--- src/rtl/second_countdown_if.sv ---
// ----------------------------------------------------------------------------
// second_countdown_if
//
// Bundle between the game FSM and the seconds countdown block.
//   enable       : one-second tick strobe, one CLOCK_50 cycle wide
//   start        : synchronous pulse, load and begin counting
//   hold         : level, freeze the count and drop ticks while high
//   seconds_bcd  : remaining seconds, [7:4] tens, [3:0] units
//   running      : high while counting
//   expired      : one-cycle pulse when the count reaches zero
//   done         : level, high once time has run out
//   warn         : only with SECOND_COUNTDOWN_WARN_EN, last-seconds blink
//
// master: the game FSM side (drives enable/start/hold).
// slave : the countdown block.
// ----------------------------------------------------------------------------
interface second_countdown_if;
    logic       enable;
    logic       start;
    logic       hold;
    logic [7:0] seconds_bcd;
    logic       running;
    logic       expired;
    logic       done;
`ifdef SECOND_COUNTDOWN_WARN_EN
    logic       warn;
`endif

    modport master (
        output enable, start, hold,
        input  seconds_bcd, running, expired, done
`ifdef SECOND_COUNTDOWN_WARN_EN
        , input warn
`endif
    );

    modport slave (
        input  enable, start, hold,
        output seconds_bcd, running, expired, done
`ifdef SECOND_COUNTDOWN_WARN_EN
        , output warn
`endif
    );
endinterface

--- src/rtl/second_countdown.sv ---
// ----------------------------------------------------------------------------
// second_countdown
//
// Counts whole seconds down from LOAD_SECONDS, one step per accepted tick of
// the one-second strobe. Used for the frame/shot time limit and the two-digit
// seven-segment time display.
//
// Parameters:
//   LOAD_SECONDS : reload value in seconds, 0..99
//   DIGITS_BCD   : 1 = count held as two BCD digits,
//                  0 = count held in binary, converted to BCD for display
//
// Ports:
//   CLOCK_50 : 50 MHz system clock
//   KEY      : asynchronous active-low reset
//   bus      : second_countdown_if.slave (enable/start/hold in,
//              seconds_bcd/running/expired/done[/warn] out)
//
// Optional feature (macro SECOND_COUNTDOWN_WARN_EN): adds bus.warn, which
// blinks on each accepted tick once three or fewer seconds remain.
// ----------------------------------------------------------------------------
module second_countdown #(
    parameter int LOAD_SECONDS = 10,
    parameter int DIGITS_BCD   = 1
) (
    input  logic              CLOCK_50,
    input  logic              KEY,
    second_countdown_if.slave bus
);

    typedef enum logic [1:0] {
        ST_IDLE,
        ST_RUN,
        ST_DONE
    } state_t;

    // Reload value in the register's own encoding. Values 0..3 encode the
    // same in BCD and binary, so the "== 1" / "<= 3" tests below work for both.
    localparam logic [7:0] LOAD_BCD   = {4'(LOAD_SECONDS / 10), 4'(LOAD_SECONDS % 10)};
    localparam logic [7:0] LOAD_VALUE = (DIGITS_BCD != 0) ? LOAD_BCD : 8'(LOAD_SECONDS);
    localparam bit         LOAD_ZERO  = (LOAD_SECONDS == 0);

    state_t     state_q, state_d;
    logic [7:0] count_q, count_d;
    logic       expired_q, expired_d;
    logic       running_q, running_d;
    logic       done_q, done_d;
`ifdef SECOND_COUNTDOWN_WARN_EN
    logic       warn_q, warn_d;
`endif

    // One-second decrement; 00 is terminal in both encodings.
    function automatic logic [7:0] dec_count(input logic [7:0] v);
        if (DIGITS_BCD != 0) begin
            if (v[3:0] != 4'd0)
                return {v[7:4], v[3:0] - 4'd1};
            else if (v[7:4] != 4'd0)
                return {v[7:4] - 4'd1, 4'd9};
            else
                return v;
        end else begin
            if (v != 8'd0)
                return v - 8'd1;
            else
                return v;
        end
    endfunction

    // ------------------------------------------------------------------
    // Next-state / next-output logic
    // ------------------------------------------------------------------
    always_comb begin
        // NOTE: every signal assigned here gets a default first, so no path
        // leaves a value unassigned and no latch is inferred.
        state_d   = state_q;
        count_d   = count_q;
        expired_d = 1'b0;
`ifdef SECOND_COUNTDOWN_WARN_EN
        warn_d    = warn_q;
`endif

        if (bus.start) begin
            // Start (or restart) wins over a same-cycle tick in every state.
            count_d = LOAD_VALUE;
`ifdef SECOND_COUNTDOWN_WARN_EN
            warn_d  = 1'b0;
`endif
            if (LOAD_ZERO) begin
                state_d   = ST_DONE;
                expired_d = 1'b1;
            end else begin
                state_d   = ST_RUN;
            end
        end else begin
            unique case (state_q)
                ST_RUN: begin
                    // Ticks under hold are dropped, not queued.
                    if (bus.enable && !bus.hold) begin
                        count_d = dec_count(count_q);
                        if (count_q == 8'd1) begin
                            state_d   = ST_DONE;
                            expired_d = 1'b1;
                        end
`ifdef SECOND_COUNTDOWN_WARN_EN
                        if (count_q == 8'd1)
                            warn_d = 1'b0;
                        else if (count_d == 8'd3)
                            warn_d = 1'b1;
                        else if (count_d < 8'd3)
                            warn_d = ~warn_q;
`endif
                    end
                end
                ST_DONE: begin
`ifdef SECOND_COUNTDOWN_WARN_EN
                    warn_d = 1'b0;
`endif
                end
                default: begin
`ifdef SECOND_COUNTDOWN_WARN_EN
                    warn_d = 1'b0;
`endif
                end
            endcase
        end

        // Status flags are decoded from the next state so they come
        // straight out of flops.
        running_d = (state_d == ST_RUN);
        done_d    = (state_d == ST_DONE);
    end

    // ------------------------------------------------------------------
    // State register
    // ------------------------------------------------------------------
    always_ff @(posedge CLOCK_50 or negedge KEY) begin
        if (!KEY) begin
            state_q   <= ST_IDLE;
            count_q   <= LOAD_VALUE;
            expired_q <= 1'b0;
            running_q <= 1'b0;
            done_q    <= 1'b0;
`ifdef SECOND_COUNTDOWN_WARN_EN
            warn_q    <= 1'b0;
`endif
        end else begin
            // NOTE: non-blocking assignments keep every flop sampling the
            // pre-edge values, independent of statement order.
            state_q   <= state_d;
            count_q   <= count_d;
            expired_q <= expired_d;
            running_q <= running_d;
            done_q    <= done_d;
`ifdef SECOND_COUNTDOWN_WARN_EN
            warn_q    <= warn_d;
`endif
        end
    end

    // ------------------------------------------------------------------
    // Outputs
    // ------------------------------------------------------------------
    generate
        if (DIGITS_BCD != 0) begin : g_bcd
            assign bus.seconds_bcd = count_q;
        end else begin : g_bin
            // Binary count is at most 99, so quotient and remainder each fit a digit.
            assign bus.seconds_bcd = {4'(count_q / 8'd10), 4'(count_q % 8'd10)};
        end
    endgenerate

    assign bus.running = running_q;
    assign bus.expired = expired_q;
    assign bus.done    = done_q;
`ifdef SECOND_COUNTDOWN_WARN_EN
    assign bus.warn    = warn_q;
`endif

endmodule

--- src/flat_wrapper.sv ---
// flat-port wrapper written by rule: the top's interface ports become plain ports
module second_countdown_flat 
#(
    parameter int LOAD_SECONDS = 10,
    parameter int DIGITS_BCD   = 1
)
  (CLOCK_50, KEY, bus_enable, bus_start, bus_hold, bus_seconds_bcd, bus_running, bus_expired, bus_done);
  second_countdown_if bus_i ();
  input  logic CLOCK_50;
  input  logic KEY;
  input wire logic [$bits(bus_i.enable)-1:0] bus_enable;
  input wire logic [$bits(bus_i.start)-1:0] bus_start;
  input wire logic [$bits(bus_i.hold)-1:0] bus_hold;
  output wire logic [$bits(bus_i.seconds_bcd)-1:0] bus_seconds_bcd;
  output wire logic [$bits(bus_i.running)-1:0] bus_running;
  output wire logic [$bits(bus_i.expired)-1:0] bus_expired;
  output wire logic [$bits(bus_i.done)-1:0] bus_done;
  assign bus_i.enable = bus_enable;
  assign bus_i.start = bus_start;
  assign bus_i.hold = bus_hold;
  assign bus_seconds_bcd = bus_i.seconds_bcd;
  assign bus_running = bus_i.running;
  assign bus_expired = bus_i.expired;
  assign bus_done = bus_i.done;
  second_countdown #(.LOAD_SECONDS(LOAD_SECONDS), .DIGITS_BCD(DIGITS_BCD)) u_core (.CLOCK_50(CLOCK_50), .KEY(KEY), .bus(bus_i));
endmodule
--- config.mk ---
export PLATFORM = sky130hd
export DESIGN_NAME = second_countdown_flat
export DESIGN_NICKNAME = d
export VERILOG_FILES = /design/src/rtl/second_countdown_if.sv /design/src/rtl/second_countdown.sv /design/src/flat_wrapper.sv
export SDC_FILE = /design/constraint.sdc
export NUM_CORES = 1
export LEC_CHECK = 0
export ABC_AREA = 0
export BUFFER_PORTS_ARGS = -buffer_cell sky130_fd_sc_hd__buf_2
export CAP_MARGIN = 0
export CORE_UTILIZATION = 51
export CTS_CLUSTER_SIZE = 14
export DETAILED_ROUTE_END_ITERATION = 7
export HOLD_SLACK_MARGIN = 0.08
export PLACE_DENSITY = 0.74
export SYNTH_ARGS = -nofsm -noshare
export SYNTH_HDL_FRONTEND = slang
export SYNTH_SLANG_ARGS = --single-unit
export TNS_END_PERCENT = 20
--- constraint.sdc ---
create_clock -name CLOCK_50 -period 1.8 [get_ports CLOCK_50]
set_clock_uncertainty 0.05 [all_clocks]
set_input_delay 0.09 -clock CLOCK_50 [delete_from_list [all_inputs] [get_ports CLOCK_50]]
set_output_delay 0.09 -clock CLOCK_50 [all_outputs]
set_load 0.1 [all_outputs]
==> impl_metrics.py, run 1 <==
metrics = {
    "outcome": {
        "status": "finished, final reports clean",
    },
    "cts": {
        "clk_pin_slew_ns": 0.08,
        "numClockSinks": 13,
        "cts_made_buffers": 3,
        "clock_path_buffers": 2,
        "cts_tree": "yes",
        "cts_root_buffer": "clkbuf_4",
        "clock_latency_ns": 0.27,
        "h-tree-depth": 1,
    },
    "detailed_routing": {
        "drt-pass1-iter-count": 4,
        "via_count": 608,
        "remaining_drc_errors": 0,
        "drtIter0Drc": 8,
        "antenna_left": 0,
        "via_per_inst": 5.58,
        "wire_per_inst_um": 13.8,
        "drt-total-wl_um": 1500,
    },
    "synthesis": {
        "synth_cell_types": 34,
        "synthTopCellsByCount": "12 x dfrtp_1, 7 x inv_1, 7 x nor2_1",
        "synthArstFlopShare_pct": 100,
        "synth_nets": 80,
        "synth.area.top_cells": "dfrtp_1 40%, ha_1 5.0%, nor3b_4 5.0%",
        "synth_top_cell_area_share_pct": 39.6,
        "yosysSeqAreaShare_pct": 43.1,
        "synth_most_common_cell": "dfrtp_1",
        "synth_area_um2": 758,
        "synth_area_leader_cell": "dfrtp_1",
        "yosys_warnings": 0,
        "syn_avg_cell_area_um2": 10.5,
        "ys.flop_type": "dfrtp_1",
        "synth_seq_cells": 13,
        "synth_edf_count": 0,
        "syn_inst": 72,
    },
    "final_layout": {
        "n_antenna_cell": 0,
        "area_growth_syn_to_layout_pct": 26.1,
        "drive_gt1_share_pct": 46.8,
        "final.fill_count": 99,
        "final_nets": 103,
    },
    "worst_setup_path": {
        "r2r_slack_ns": 0.05,
        "crit_slowest_cell": "dfstp_4",
        "startpoint_type": "register",
        "arrival_ns": 1.87,
        "cp-end-kind": "register",
        "critPathTopFamily": "flip-flops",
        "worstSetupPathType": "register to register",
        "rr_worst_depth": 6,
        "worstPathRequired_ns": 1.92,
        "crit_chain": "inv_4 -> ha_4 -> nor3b_4 -> buf_4 -> a21oi_2 -> mux2_2",
        "crit_fanout": 4,
        "r2r-start": "u_core.bus.seconds_bcd[4]$_DFFE_PN1P_",
        "path_buf_inv": 2,
        "critPathMaxStageDelay_ns": 0.64,
        "worst_r2r_endpoint": "u_core.bus.seconds_bcd[0]$_DFFE_PN0P_",
    },
    "sta": {
        "hold_viol": 0,
        "period_needed_ns": 1.75,
        "setup_ws_ns": 0.0511,
        "fin_crit_sh_pct": 97.2,
        "setup-violations-final": 0,
        "rsz0062_at_grt": "yes",
        "tns_ns": 0,
        "tightest_slew_ns": 0.490,
        "final-max-slew-violation-count": 0,
        "max_freq_mhz": 572,
        "slew_headroom_pct": 67.5,
    },
    "placed_design": {
        "numPortBuffers": 15,
        "dpl_worst_slack_ns": 0.0458,
        "gp_congestion": 0.809,
        "dp_hpwl_um": 1110,
    },
    "pwr": {
        "power.density_mw_per_mm2": 771,
        "p_leak_uw": 0.000430,
        "peakVddDrop_mv": 0.465,
    },
    "global_route": {
        "grt.overflow.total": 0,
        "grt_pass1_vias": 565,
        "grt_pass1_wl_um": 2490,
        "grt_antenna_before_repair": 0,
        "grtUsageTotal_pct": 23.9,
        "grt_max_degree": 17,
    },
    "flow_run": {
        "maxCapViolCount": 0,
    },
    "hold_path": {
        "min_path_type": "primary input to register",
        "hold_start": "bus_start",
        "hold_path_end": "u_core.bus.seconds_bcd[1]$_DFFE_PN0P_",
        "min_path_cells": 2,
    },
    "die": {
        "ios": 16,
        "coreArea_mm2": 0.00135,
        "initial_utilization_pct": 56.2,
        "rows": 13,
        "die_h_um": 40.6,
        "dieArea_mm2": 0.00165,
        "dieWidth_um": 40.6,
    },
}
==> state kept, by name, summed over array words and instances (netlist names) <==
| register | count |
|---|---|
| u_core.bus.seconds_bcd | 8 |
| u_core.state_q | 2 |
| u_core.bus.done | 1 |
| u_core.bus.expired | 1 |
| u_core.bus.running | 1 |
==> report_power, final <==
group	internal (µW)	switching, µW
clock	85.8	97.9
combinational	78.0	149
sequential	309	17.3
==> worst reg2reg max path: cells and delay by family, from the launching register on <==
family	cells	cell delay, ns
fa+ha+maj	1	0.14
simple gates	1	0.16
mux	1	0.33
compound gates	1	0.12
buf+inv	2	0.20
flops	1	0.64
==> placed cells by master (no fill, tap or decap), types with 2 or more instances in the layout <==
master,n
buf_2,15
nor2_1,7
dfrtp_1,7
nand2_1,6
inv_1,4
nor3b_4,3
mux2i_1,3
clkbuf_4,3
buf_4,3
dfrtp_4,3
inv_2,2
nor3_1,2
nand3_1,2
a21oi_1,2
or3_1,2
dfrtp_2,2
==> cell type report <==
type	count	area [µm²]	share of cell area, %
Clock buffer	4	26.3	2.75
Inverter	7	28.8	3.01
Multi-Input combinational cell	51	430	45.0
Sequential cell	13	344	36.0
Tap cell	15	18.8	1.96
Timing Repair Buffer	19	108	11.3
==> through the flow <==
stage	hold WS, ns	std cells	total power [µW]	cell area (µm²)	util [%]
2_1_floorplan	-0.256	72	500	803	-
3_3_place_gp	-0.0575	103	548	908	67.3
3_5_place_dp	-0.0568	103	552	908	67.3
4_1_cts	0.117	108	734	945	70.0
5_1_grt	0.138	109	772	956	70.8
6_report	0.114	109	737	956	70.8
==> how the worst max path moves through the flow <==
stage                                                      from                                    end  slack, ns  cells after the start
after floorplan           u_core.bus.seconds_bcd[4]$_DFFE_PN1P_  u_core.bus.seconds_bcd[5]$_DFFE_PN0P_       -0.1                      5
after global placement    u_core.bus.seconds_bcd[5]$_DFFE_PN0P_              u_core.bus.done$_DFF_PN0_       0.08                      5
after detailed placement  u_core.bus.seconds_bcd[5]$_DFFE_PN0P_           u_core.bus.running$_DFF_PN0_       0.05                      5
after CTS                 u_core.bus.seconds_bcd[5]$_DFFE_PN0P_           u_core.bus.running$_DFF_PN0_       0.04                      5
after global routing      u_core.bus.seconds_bcd[5]$_DFFE_PN0P_              u_core.bus.done$_DFF_PN0_      -0.02                      5
final                     u_core.bus.seconds_bcd[4]$_DFFE_PN1P_  u_core.bus.seconds_bcd[0]$_DFFE_PN0P_       0.05                      6
==> layer usage <==
metal / wire length, µm / global-route usage, % / vias up / share of wire, %
met5: 0 / 0 / - / 0
met4: 11 / 11.7 / 0 / 0.73
met3: 31 / 5.00 / 2 / 2.1
met2: 681 / 39.7 / 9 / 45
met1: 775 / 28.9 / 293 / 52
li1: - / - / 304 / -
==> kinds of logic after synthesis <==
logic type / count (synthesis) / share of synthesized area, %
AO/OA/AOI/OAI: 11 / 10.1
buffers and inverters: 8 / 3.96
adder cells (fa/ha/maj): 3 / 4.95
AND/OR/NAND/NOR: 32 / 31.0
flip-flops: 13 / 43.1
multiplexers: 5 / 6.93
==> timing repair <==
item                                   CTS  global route
setup endpoints to repair                0             2
setup buffers                            0             1
hold buffers                             1             0
endpoints found under the hold margin   13             0
gates resized for setup                  0             1
Note: power is estimated with default switching activity, not from simulation.
==> run 2: changes to the inputs <==
--- a/config.mk
+++ b/config.mk
@@ -8,11 +8,14 @@
 export ABC_AREA = 0
 export BUFFER_PORTS_ARGS = -buffer_cell sky130_fd_sc_hd__buf_2
 export CAP_MARGIN = 0
-export CORE_UTILIZATION = 51
+export CELL_PAD_IN_SITES_DETAIL_PLACEMENT = 1
+export CELL_PAD_IN_SITES_GLOBAL_PLACEMENT = 1
+export CORE_ASPECT_RATIO = 0.7
+export CORE_UTILIZATION = 40
 export CTS_CLUSTER_SIZE = 14
 export DETAILED_ROUTE_END_ITERATION = 7
 export HOLD_SLACK_MARGIN = 0.08
-export PLACE_DENSITY = 0.74
+export PLACE_DENSITY = 0.75
 export SYNTH_ARGS = -nofsm -noshare
 export SYNTH_HDL_FRONTEND = slang
 export SYNTH_SLANG_ARGS = --single-unit
==> run 2 against run 1 <==
Maximum frequency up 0.25%. Clock power up 2%. Flip-flop and latch count unchanged. Critical path type unchanged.
==> impl_metrics.py, run 2 (same netlist as run 1, synthesis figures left out) <==
metrics = {
    "global_route": {
        "grt_pass1_wl_um": 3060,
        "gr-max-usage-layer": "met2",
        "grt_pass1_vias": 647,
        "grt_util_met3_pct": 8.33,
        "grt.overflow.total": 0,
        "grt_antenna_before_repair": 0,
        "grt_max_degree": 17,
        "grtUsageTotal_pct": 22.9,
        "grtUsageMet2_pct": 36.1,
        "use_met1_pct": 27.6,
    },
    "die": {
        "coreArea_mm2": 0.00168,
        "ios": 16,
        "dieWidth_um": 54.0,
        "dieArea_mm2": 0.00208,
        "die_h_um": 38.4,
        "initial_utilization_pct": 45.1,
        "rows": 12,
    },
    "placed_design": {
        "numPortBuffers": 15,
        "gp_congestion": 0.808,
        "dpl_worst_slack_ns": 0.0675,
        "placed_cells": 109,
        "dp_hpwl_um": 1350,
    },
    "sta": {
        "setup-violations-final": 0,
        "max_freq_mhz": 573,
        "tightest_slew_ns": 0.489,
        "fin_crit_sh_pct": 96.9,
        "final-max-slew-violation-count": 0,
        "rsz0062_at_grt": "no",
        "slew_headroom_pct": 67.6,
        "period_needed_ns": 1.74,
        "hold_viol": 0,
        "tns_ns": 0,
        "setup_ws_ns": 0.0556,
    },
    "worst_setup_path": {
        "cp-end-kind": "register",
        "crit_fanout": 6,
        "startpoint_type": "register",
        "arrival_ns": 1.87,
        "worstSetupPathType": "register to register",
        "rr_worst_depth": 5,
        "worstPathRequired_ns": 1.92,
    },
    "detailed_routing": {
        "via_per_inst": 5.50,
        "drt-total-wl_um": 1820,
        "wire_per_inst_um": 16.0,
        "remaining_drc_errors": 0,
        "antenna_left": 0,
        "drt-pass1-iter-count": 4,
        "via_count": 627,
        "drtIter0Drc": 11,
    },
    "pwr": {
        "power_frac_seq_pct": 43.8,
        "p_leak_uw": 0.000430,
        "power.density_mw_per_mm2": 766,
        "clockPowerShare_pct": 25.1,
        "total_power_uw": 748,
        "peakVddDrop_mv": 0.436,
        "p_sw_uw": 275,
        "p_comb_share_pct": 31.1,
        "internal-power_uw": 473,
        "swShare_pct": 36.7,
    },
    "cts": {
        "clock_path_buffers": 2,
        "cts_made_buffers": 3,
        "cts_tree": "yes",
        "cts_root_buffer": "clkbuf_4",
        "numClockSinks": 13,
        "clock_latency_ns": 0.29,
        "post_cts_buffers": 0,
        "h-tree-depth": 1,
        "clk_pin_slew_ns": 0.08,
    },
    "final_layout": {
        "most-common-layout-cells": "15 x buf_2, 7 x nor2_1, 7 x dfrtp_1",
        "fin_util_pct": 58.0,
        "final_nets": 102,
        "drive_gt1_share_pct": 47.3,
        "n_antenna_cell": 0,
        "instances_no_fill": 114,
        "final_common_cell": "buf_2",
        "area_growth_syn_to_layout_pct": 28.7,
        "largest_register_ffs": 8,
    },
    "hold_path": {
        "min_path_type": "primary input to register",
        "min_path_cells": 2,
    },
    "outcome": {
        "status": "finished, final reports clean",
    },
    "flow_run": {
        "maxCapViolCount": 0,
    },
}
## run 2: cell types whose count changed in the layout (fill, tap and decap cells not counted), sizes merged
cell and change:
buf -1
## run 2: worst max-delay path, cell delays in order, from the launching register on
cell and delay (ns):
dfstp_4 0.65, inv_4 0.04, ha_4 0.14, nor3b_4 0.18, nor3b_4 0.25, mux2_4 0.32
## run 2: what timing repair did
action	4_1_cts	5_1_grt
endpoints found under the setup margin	0	5
hold buffers	1	0
gates resized for setup	0	4
hold endpoints to repair	13	0
## run 2: power groups by stage
stage / registers [µW] / logic [µW] / clock network [µW]
finish: 327 / 233 / 188
global route: 330 / 250 / 210
CTS: 327 / 228 / 195
detailed placement: 333 / 223 / 0
global placement: 332 / 221 / 0
floorplan: 408 / 92.3 / 0
## run 2: cell type report
class                           count  area [µm²]
Clock buffer                        4        26.3
Fill cell                         186         706
Inverter                            7        28.8
Multi-Input combinational cell     51         450
Sequential cell                    13         344
Tap cell                           21        26.3
Timing Repair Buffer               18         100
## run 2: through the flow
stage	area, µm²	hold WS (ns)
5_1_grt	976	0.128
2_1_floorplan	803	-0.256
3_3_place_gp	916	-0.0559
3_5_place_dp	916	-0.0449
4_1_cts	952	0.0968
6_report	976	0.105
## run 2: final timing paths
check                                                       from                                    end  slack [ns]
max                        u_core.bus.seconds_bcd[4]$_DFFE_PN1P_  u_core.bus.seconds_bcd[5]$_DFFE_PN0P_        0.06
min                                                    bus_start  u_core.bus.seconds_bcd[1]$_DFFE_PN0P_        0.10
max reg2reg                u_core.bus.seconds_bcd[4]$_DFFE_PN1P_  u_core.bus.seconds_bcd[5]$_DFFE_PN0P_        0.06
min reg2reg                u_core.bus.seconds_bcd[6]$_DFFE_PN0P_  u_core.bus.seconds_bcd[6]$_DFFE_PN0P_        0.60
max in group asynchronous                                    KEY  u_core.bus.seconds_bcd[4]$_DFFE_PN1P_        1.24
min in group asynchronous                                    KEY  u_core.bus.seconds_bcd[0]$_DFFE_PN0P_        0.17
## run 2: layer usage
metal  up-vias  share of wire, %
met2        13                45
met1       306                48
met3         5               4.7
met4         0               2.0
met5         -                 0
li1        303                 -
